File: src/rtl/pipe_alu_par.sv
// Three-stage pipelined ALU: decode -> execute -> parity, with valid/ready flow
// control and a combinational ready chain (no skid buffers).
module pipe_alu_par #(
  parameter int WIDTH      = 4,
  parameter bit PARITY_ODD = 1'b0
) (
  input  logic             clk,
  input  logic             rst_n,
  input  logic             in_valid,
  output logic             in_ready,
  input  logic [7:0]       in_func,
  input  logic [WIDTH-1:0] in_a,
  input  logic [WIDTH-1:0] in_b,
  output logic             out_valid,
  input  logic             out_ready,
  output logic [WIDTH:0]   out_data,
  output logic             out_carry,
  output logic             out_err
);

  typedef enum logic [2:0] {
    OP_ADD = 3'd0, OP_SUB = 3'd1, OP_AND = 3'd2, OP_OR  = 3'd3,
    OP_XOR = 3'd4, OP_NOT = 3'd5, OP_SHL = 3'd6, OP_SHR = 3'd7
  } op_e;

  // Stage registers
  logic             v1, v2, v3;
  op_e              op1;
  logic             err1, err2;
  logic [WIDTH-1:0] a1, b1, res2;
  logic             carry2;

  logic             rdy1, rdy2, rdy3;
  op_e              dec_op;
  logic [WIDTH-1:0] ex_res;
  logic             ex_carry;
  logic [WIDTH:0]   sum, diff;

  // A stage may load when it is empty or its successor is loading this edge.
  assign rdy3      = !v3 | out_ready;
  assign rdy2      = !v2 | rdy3;
  assign rdy1      = !v1 | rdy2;
  assign in_ready  = rdy1;
  assign out_valid = v3;

  // Priority encoder: scanning downward leaves the lowest set bit as winner.
  // NOTE: every always_comb output gets a default first so no latch is inferred.
  always_comb begin
    dec_op = OP_ADD;
    for (int i = 7; i >= 0; i--) begin
      if (in_func[i]) dec_op = op_e'(3'(i));
    end
  end

  assign sum  = {1'b0, a1} + {1'b0, b1};
  assign diff = {1'b0, a1} - {1'b0, b1};

  always_comb begin
    ex_res   = '0;
    ex_carry = 1'b0;
    if (!err1) begin
      case (op1)
        OP_ADD: begin ex_res = sum[WIDTH-1:0];  ex_carry = sum[WIDTH];  end
        OP_SUB: begin ex_res = diff[WIDTH-1:0]; ex_carry = diff[WIDTH]; end
        OP_AND: ex_res = a1 & b1;
        OP_OR:  ex_res = a1 | b1;
        OP_XOR: ex_res = a1 ^ b1;
        OP_NOT: ex_res = ~a1;
        OP_SHL: begin ex_res = {a1[WIDTH-2:0], 1'b0}; ex_carry = a1[WIDTH-1]; end
        OP_SHR: begin ex_res = {1'b0, a1[WIDTH-1:1]}; ex_carry = a1[0];       end
        default: ;
      endcase
    end
  end

  // NOTE: sequential state uses non-blocking assignments only, so every stage
  // samples its predecessor's pre-edge value and the pipeline shifts cleanly.
  always_ff @(posedge clk or negedge rst_n) begin
    if (!rst_n) begin
      // NOTE: payload registers are reset too, since out_data/out_carry/out_err
      // must read 0 during reset; nothing here is a RAM, so this costs nothing odd.
      v1        <= 1'b0;
      v2        <= 1'b0;
      v3        <= 1'b0;
      op1       <= OP_ADD;
      err1      <= 1'b0;
      a1        <= '0;
      b1        <= '0;
      res2      <= '0;
      carry2    <= 1'b0;
      err2      <= 1'b0;
      out_data  <= '0;
      out_carry <= 1'b0;
      out_err   <= 1'b0;
    end else begin
      if (rdy1) begin
        v1 <= in_valid;
        if (in_valid) begin
          op1  <= dec_op;
          err1 <= (in_func == 8'h00);
          a1   <= in_a;
          b1   <= in_b;
        end
      end
      if (rdy2) begin
        v2 <= v1;
        if (v1) begin
          res2   <= ex_res;
          carry2 <= ex_carry;
          err2   <= err1;
        end
      end
      if (rdy3) begin
        v3 <= v2;
        if (v2) begin
          out_data  <= {(^res2) ^ PARITY_ODD, res2};
          out_carry <= carry2;
          out_err   <= err2;
        end
      end
    end
  end

endmodule

File: config.mk
export PLATFORM = sky130hd
export DESIGN_NAME = pipe_alu_par
export DESIGN_NICKNAME = d
export VERILOG_FILES = /design/src/rtl/pipe_alu_par.sv
export SDC_FILE = /design/constraint.sdc
export NUM_CORES = 1
export LEC_CHECK = 0
export CAP_MARGIN = 0
export CORE_MARGIN = 2
export CORE_UTILIZATION = 42
export DETAILED_ROUTE_END_ITERATION = 8
export GPL_TIMING_DRIVEN = 0
export PLACE_DENSITY_LB_ADDON = 0.05
export SLEW_MARGIN = 20
export SYNTH_ARGS = -nofsm -noshare
export SYNTH_HDL_FRONTEND = slang
export SYNTH_SLANG_ARGS = --single-unit
File: constraint.sdc
create_clock -name clk -period 3.15 [get_ports clk]
set_input_delay 0.7875 -clock clk [delete_from_list [all_inputs] [get_ports clk]]
set_output_delay 0.7875 -clock clk [all_outputs]
set_load 0.02 [all_outputs]
==> reports/qor.yml, run 1 <==
run_status:
  status: "completed"
grt:
  grt_antenna_before_repair: 0
  grt_start_max_net_pins: 29
  grt_pass1_vias: 1282
  grtUsageTotal_pct: 17.5
  grt_pass1_wl_microns: 6040
  gr-total-overflow: 0
sta:
  min_period_ns: 2.86
  drv_slew: 0
  hold_ws_ns: 0.498
  rsz0062_at_grt: "no"
  fmax_mhz: 349
  hold_viol: 0
  finalSetupViolCount: 0
  worst-slew-pin-transition_ns: 0.626
  slew_headroom_pct: 58.3
  tns_ns: 0
  min_period_over_period_pct: 90.9
  final.setup_skew_ns: 0.00399
yosys:
  avgSynthCellArea_sq_um: 10.5
  ys_async_sr_fraction_pct: 100
  synth.distinct_cells: 47
  synth_cells: 169
  ys_ff_latch: 28
  synth_seq_area_share_pct: 39.7
  syn-cell-area_sq_um: 1770
  yosysWarnings: 0
  ys.flop_type: "dfrtp_1"
  syn_nets: 203
  synth-edff-count: 0
floorplanning:
  start_util_pct: 43.9
  num_rows: 23
  coreArea_sq_um: 4030
  die_area_sq_um: 4740
  fp.dieW_microns: 68.9
  io_pins: 29
  die_h_microns: 68.9
place:
  portBuffers: 28
  place.gp.congestion: 0.790
  hpwl_microns: 2860
  dp.cells: 247
cells_and_area:
  layout.cells.non_filler: 251
  antenna_cells: 0
  layout_common_cells: "dfrtp_1 (28), clkdlybuf4s50_1 (27), nand2_1 (15)"
  area_growth_pct: 23.2
  drive_gt1_share_pct: 11.9
  final_common_cell: "dfrtp_1"
  fill_cells: 363
  nets: 236
  post-route-util_pct: 54.0
clocking:
  h-tree-depth: 1
  post-cts-setup-buffers: 0
  cts_hold_buf: 0
  cts_tree: "yes"
  cts_resized: 0
  clockRootBuffer: "clkbuf_8"
  cts_buffer_depth: 2
  worstSkewPairLatency_ns: 0.28
  cts_inserted_buffers: 3
  path_clk_slew_ns: 0.10
  cts_sinks: 28
route:
  route.vias.total: 1323
  drt-wirelength-per-cell_microns: 14.5
  drc: 0
  ant_nets: 0
  drt-initial-drc-count: 59
  wirelength_microns: 3630
  avgViaCountPerCell: 5.27
  dr.pass1.iters: 4
min_path:
  hold_depth: 1
  hold_path_end: "out_err"
  min_from: "err2"
  hold_path_class: "flip-flop to flip-flop"
flow_run:
  cap_violations: 0
critical_path:
  r2r_slack_ns: 1.15
  critPathMaxFanout: 3
  critPathKind: "input port to primary output"
  critPathArrivalTime_ns: 2.08
  rr_endpoint: "carry2"
  cp_data_required_time_ns: 2.36
  r2r_cells: 8
  timing.rr.start: "a1[0]"
  endpoint_kind: "primary output"
  cp-start-kind: "input port"
power:
  p_total_w: 0.00133
  leakagePower_nw: 0.971
  power_density_nw_per_um2: 611
  ir_worst_vdd_v: 0.000233
## sequential cells by signal, summed over array words and instances, names as in the netlist
signal,cells
v2,1
v1,1
err1,1
carry2,1
a1,4
out_valid,1
out_err,1
res2,4
out_carry,1
err2,1
out_data,5
op1,3
b1,4
## critical path, cell delays in order
cell	delay, ns
clkdlybuf4s50_1	0.48
nand4b_1	0.18
clkdlybuf4s50_1	0.63
## cells in the mapped netlist (all sizes together) (2+ instances only)
master	count	area [sq um]
a21oi	7	38.8
o21ai	10	50.1
mux2	15	169
xnor2	4	35.0
dfrtp	28	701
ha	12	150
inv	15	56.3
nor4	2	12.5
o221ai	2	17.5
a22o	3	26.3
o311ai	2	25.0
xor2	3	26.3
nor2	5	18.8
nor2b	3	18.8
o21bai	2	18.8
nor3	5	30.0
buf	6	45.0
mux2i	3	30.0
nand2b	7	43.8
fa	2	40.0
nand2	16	62.6
nand3b	2	15.0
## report_power, final
part	switching [W]	internal [W]	total (W)	leakage, nW
combinational	0.000255	0.000277	0.000533	0.592
sequential	0.0000638	0.000444	0.000507	0.343
clock	0.000119	0.000170	0.000290	0.0357
## how the worst max path moves through the flow
stage / depth (start not counted) / start / endpoint / slack (ns)
finish: 3 / out_ready / in_ready / 0.29
global route: 3 / out_ready / in_ready / 0.23
CTS: 3 / out_ready / in_ready / 0.28
detailed placement: 3 / out_ready / in_ready / 0.28
global placement: 3 / out_ready / in_ready / 0.30
floorplan: 4 / out_ready / a1[3] / 1.16
## layer usage
layer  track usage [%]  wire, microns  vias up
li1                  -              -      659
met1              22.7           1630      642
met2              30.5           1870       17
met3              1.95             80        5
met4              5.15             44        0
met5                 0              0        -
## layout make-up
type                       count  area, sq um  area share, %
multi-input combinational    120          965           44.3
sequential                    28          701           32.2
timing repair buffer          28          275           12.7
tap                           50         62.6           2.88
inverter                      15         56.3           2.59
buffer                         6         45.0           2.07
clock buffer                   3         41.3           1.90
clock inverter                 1         30.0           1.38
## through the flow
step           area (sq um)  setup slack (ns)
2_1_floorplan          1770              1.16
3_3_place_gp           2110             0.301
3_5_place_dp           2100             0.283
4_1_cts                2180             0.278
5_1_grt                2180             0.226
6_report               2180             0.286
## logic make-up after synthesis
family,after synthesis,share of synthesized area [%]
compound gates,37,15.2
xor+xnor,7,3.47
fa+ha+maj,14,10.8
simple gates,43,12.6
mux,19,12.5
flops,28,39.7
buf+inv,21,5.74
Note: power is estimated with default switching activity, not from simulation.
==> run 2: changes to the inputs <==
--- a/config.mk
+++ b/config.mk
@@ -7,7 +7,7 @@
 export LEC_CHECK = 0
 export CAP_MARGIN = 0
 export CORE_MARGIN = 2
-export CORE_UTILIZATION = 42
+export CORE_UTILIZATION = 57
 export DETAILED_ROUTE_END_ITERATION = 8
 export GPL_TIMING_DRIVEN = 0
 export PLACE_DENSITY_LB_ADDON = 0.05
==> reports/qor.yml, run 2 (synthesized netlist as in run 1, its figures left out) <==
clocking:
  cts_resized: 0  # unchanged
  cts_inserted_buffers: 3  # unchanged
  cts_buffer_depth: 2  # unchanged
  h-tree-depth: 1  # unchanged
  cts_hold_buf: 0  # unchanged
  cts_tree: "yes"  # unchanged
  path_clk_slew_ns: 0.16  # was 0.10 ns
  worstSkewPairLatency_ns: 0.34  # was 0.28 ns
  clockRootBuffer: "clkbuf_4"  # was clkbuf_8
  post-cts-setup-buffers: 0  # unchanged
  cts_sinks: 28  # unchanged
critical_path:
  crit_chain: "clkdlybuf4s50_1 -> nand4b_1 -> clkdlybuf4s50_1"  # unchanged
  cp_data_required_time_ns: 2.36  # about the same
  critPathArrivalTime_ns: 2.06  # was 2.08 ns
  slowest_delay_ns: 0.63  # about the same
  critPathKind: "input port to primary output"  # unchanged
  cpLargestDelayFamily: "buffers and inverters"  # unchanged
  cp-start-kind: "input port"  # unchanged
  critPathMaxFanout: 3  # unchanged
  endpoint_kind: "primary output"  # unchanged
  cp_num_buf_inv: 2  # unchanged
  crit_top_cell: "clkdlybuf4s50_1"  # unchanged
  cpMaxStageDelayCell: "clkdlybuf4s50_1"  # unchanged
grt:
  grt_antenna_before_repair: 0  # unchanged
  grt_pass1_wl_microns: 5780  # was 6040 microns
  grtUsageTotal_pct: 22.0  # was 17.5%
  grt_pass1_vias: 1279  # was 1282
  grt_start_max_net_pins: 29  # unchanged
  gr-total-overflow: 0  # unchanged
sta:
  finalSetupViolCount: 0  # unchanged
  rsz0062_at_grt: "no"  # unchanged
  final.setup_skew_ns: 0.00485  # was 0.00399 ns
  hold_ws_ns: 0.434  # was 0.498 ns
  min_period_ns: 2.85  # was 2.86 ns
  hold_viol: 0  # unchanged
  tns_ns: 0  # unchanged
  worst-slew-pin-transition_ns: 0.624  # was 0.626 ns
  setup_slack_ns: 0.299  # was 0.286 ns
  drv_slew: 0  # unchanged
  fmax_mhz: 351  # was 349 MHz
  slew_headroom_pct: 58.4  # was 58.3%
  min_period_over_period_pct: 90.5  # was 90.9%
place:
  hpwl_microns: 2720  # was 2860 microns
  portBuffers: 28  # unchanged
  dp.cells: 230  # was 247
  place.gp.congestion: 0.907  # was 0.790
  pre_cts_slack_ns: 0.297  # was 0.283 ns
cells_and_area:
  seqCellArea_sq_um: 701  # unchanged
  final_common_cell: "dfrtp_1"  # unchanged
  regMostFlops: "out_data"  # unchanged
  antenna_cells: 0  # unchanged
  layout.cells.non_filler: 234  # was 251
  fill_cells: 237  # was 363
  area_growth_pct: 20.0  # was 23.2%
  layout_common_cells: "dfrtp_1 (28), clkdlybuf4s50_1 (27), nand2_1 (15)"  # unchanged
  drive_gt1_share_pct: 11.9  # unchanged
  largest_reg_flops: 5  # unchanged
  multi_input_comb_area_sq_um: 965  # unchanged
  nets: 236  # unchanged
power:
  ir_worst_vdd_v: 0.000225  # was 0.000233 V
  power_density_nw_per_um2: 581  # was 611 nW/um^2
  leakagePower_nw: 0.956  # was 0.971 nW
route:
  drt-wirelength-per-cell_microns: 15.0  # was 14.5 microns
  drt-initial-drc-count: 40  # was 59
  wirelength_microns: 3510  # was 3630 microns
  avgViaCountPerCell: 5.72  # was 5.27
  route.vias.total: 1338  # was 1323
  drc: 0  # unchanged
  ant_nets: 0  # unchanged
  dr.pass1.iters: 4  # unchanged
floorplanning:
  fp.dieW_microns: 59.7  # was 68.9 microns
  io_pins: 29  # unchanged
  num_rows: 20  # was 23
  coreArea_sq_um: 3000  # was 4030 sq um
  start_util_pct: 58.8  # was 43.9%
  die_area_sq_um: 3560  # was 4740 sq um
  die_h_microns: 59.7  # was 68.9 microns
run_status:
  status: "completed"  # unchanged
min_path:
  hold_path_class: "input port to asynchronous set/reset pin"  # was flip-flop to flip-flop
flow_run:
  cap_violations: 0  # unchanged
## run 2: cell types whose count changed in the layout (fill, tap and decap cells not counted)
cell and delta:
bufinv_16 -1, clkbuf_8 -2, clkbuf_4 +3
## run 2: metrics by stage
stage                     power (W)  util [%]  area (sq um)
after floorplan            0.000868         -          1770
after global placement      0.00103      69.5          2090
after detailed placement    0.00106      69.4          2080
after CTS                   0.00124      70.6          2120
after global routing        0.00131      70.6          2120
final                       0.00123      70.6          2120
## run 2: area by class of cell
class,count,share of cell area [%]
Multi-Input combinational cell,120,45.5
Sequential cell,28,33.1
Timing Repair Buffer,28,13.0
Inverter,15,2.66
Buffer,6,2.13
Tap cell,33,1.95
Clock buffer,4,1.71
## run 2: where the power goes
part           leakage [nW]  switching [W]  internal [W]
sequential            0.343      0.0000667      0.000443
clock                0.0210       0.000113     0.0000709
combinational         0.592       0.000259      0.000277
total                 0.956       0.000439      0.000791
## run 2: worst paths after layout
check	from	to	slack, ns	cells after the start
worst min register to register	out_data[4]	out_data[4]	0.50	2
worst max-delay path	out_ready	in_ready	0.30	3
min in group clk	out_data[4]	out_data[4]	0.50	2
worst max register to register	a1[0]	carry2	1.19	8
worst min-delay path	rst_n	out_data[0]	0.43	1
max in group asynchronous	rst_n	b1[3]	2.31	1
## run 2: per-layer routing
metal / share of wire (%) / track usage [%] / vias up
li1: - / - / 661
met1: 45 / 27.7 / 641
met2: 49 / 37.0 / 30
met3: 3.8 / 2.81 / 6
met4: 1.9 / 10.8 / 0
met5: 0 / 0 / -
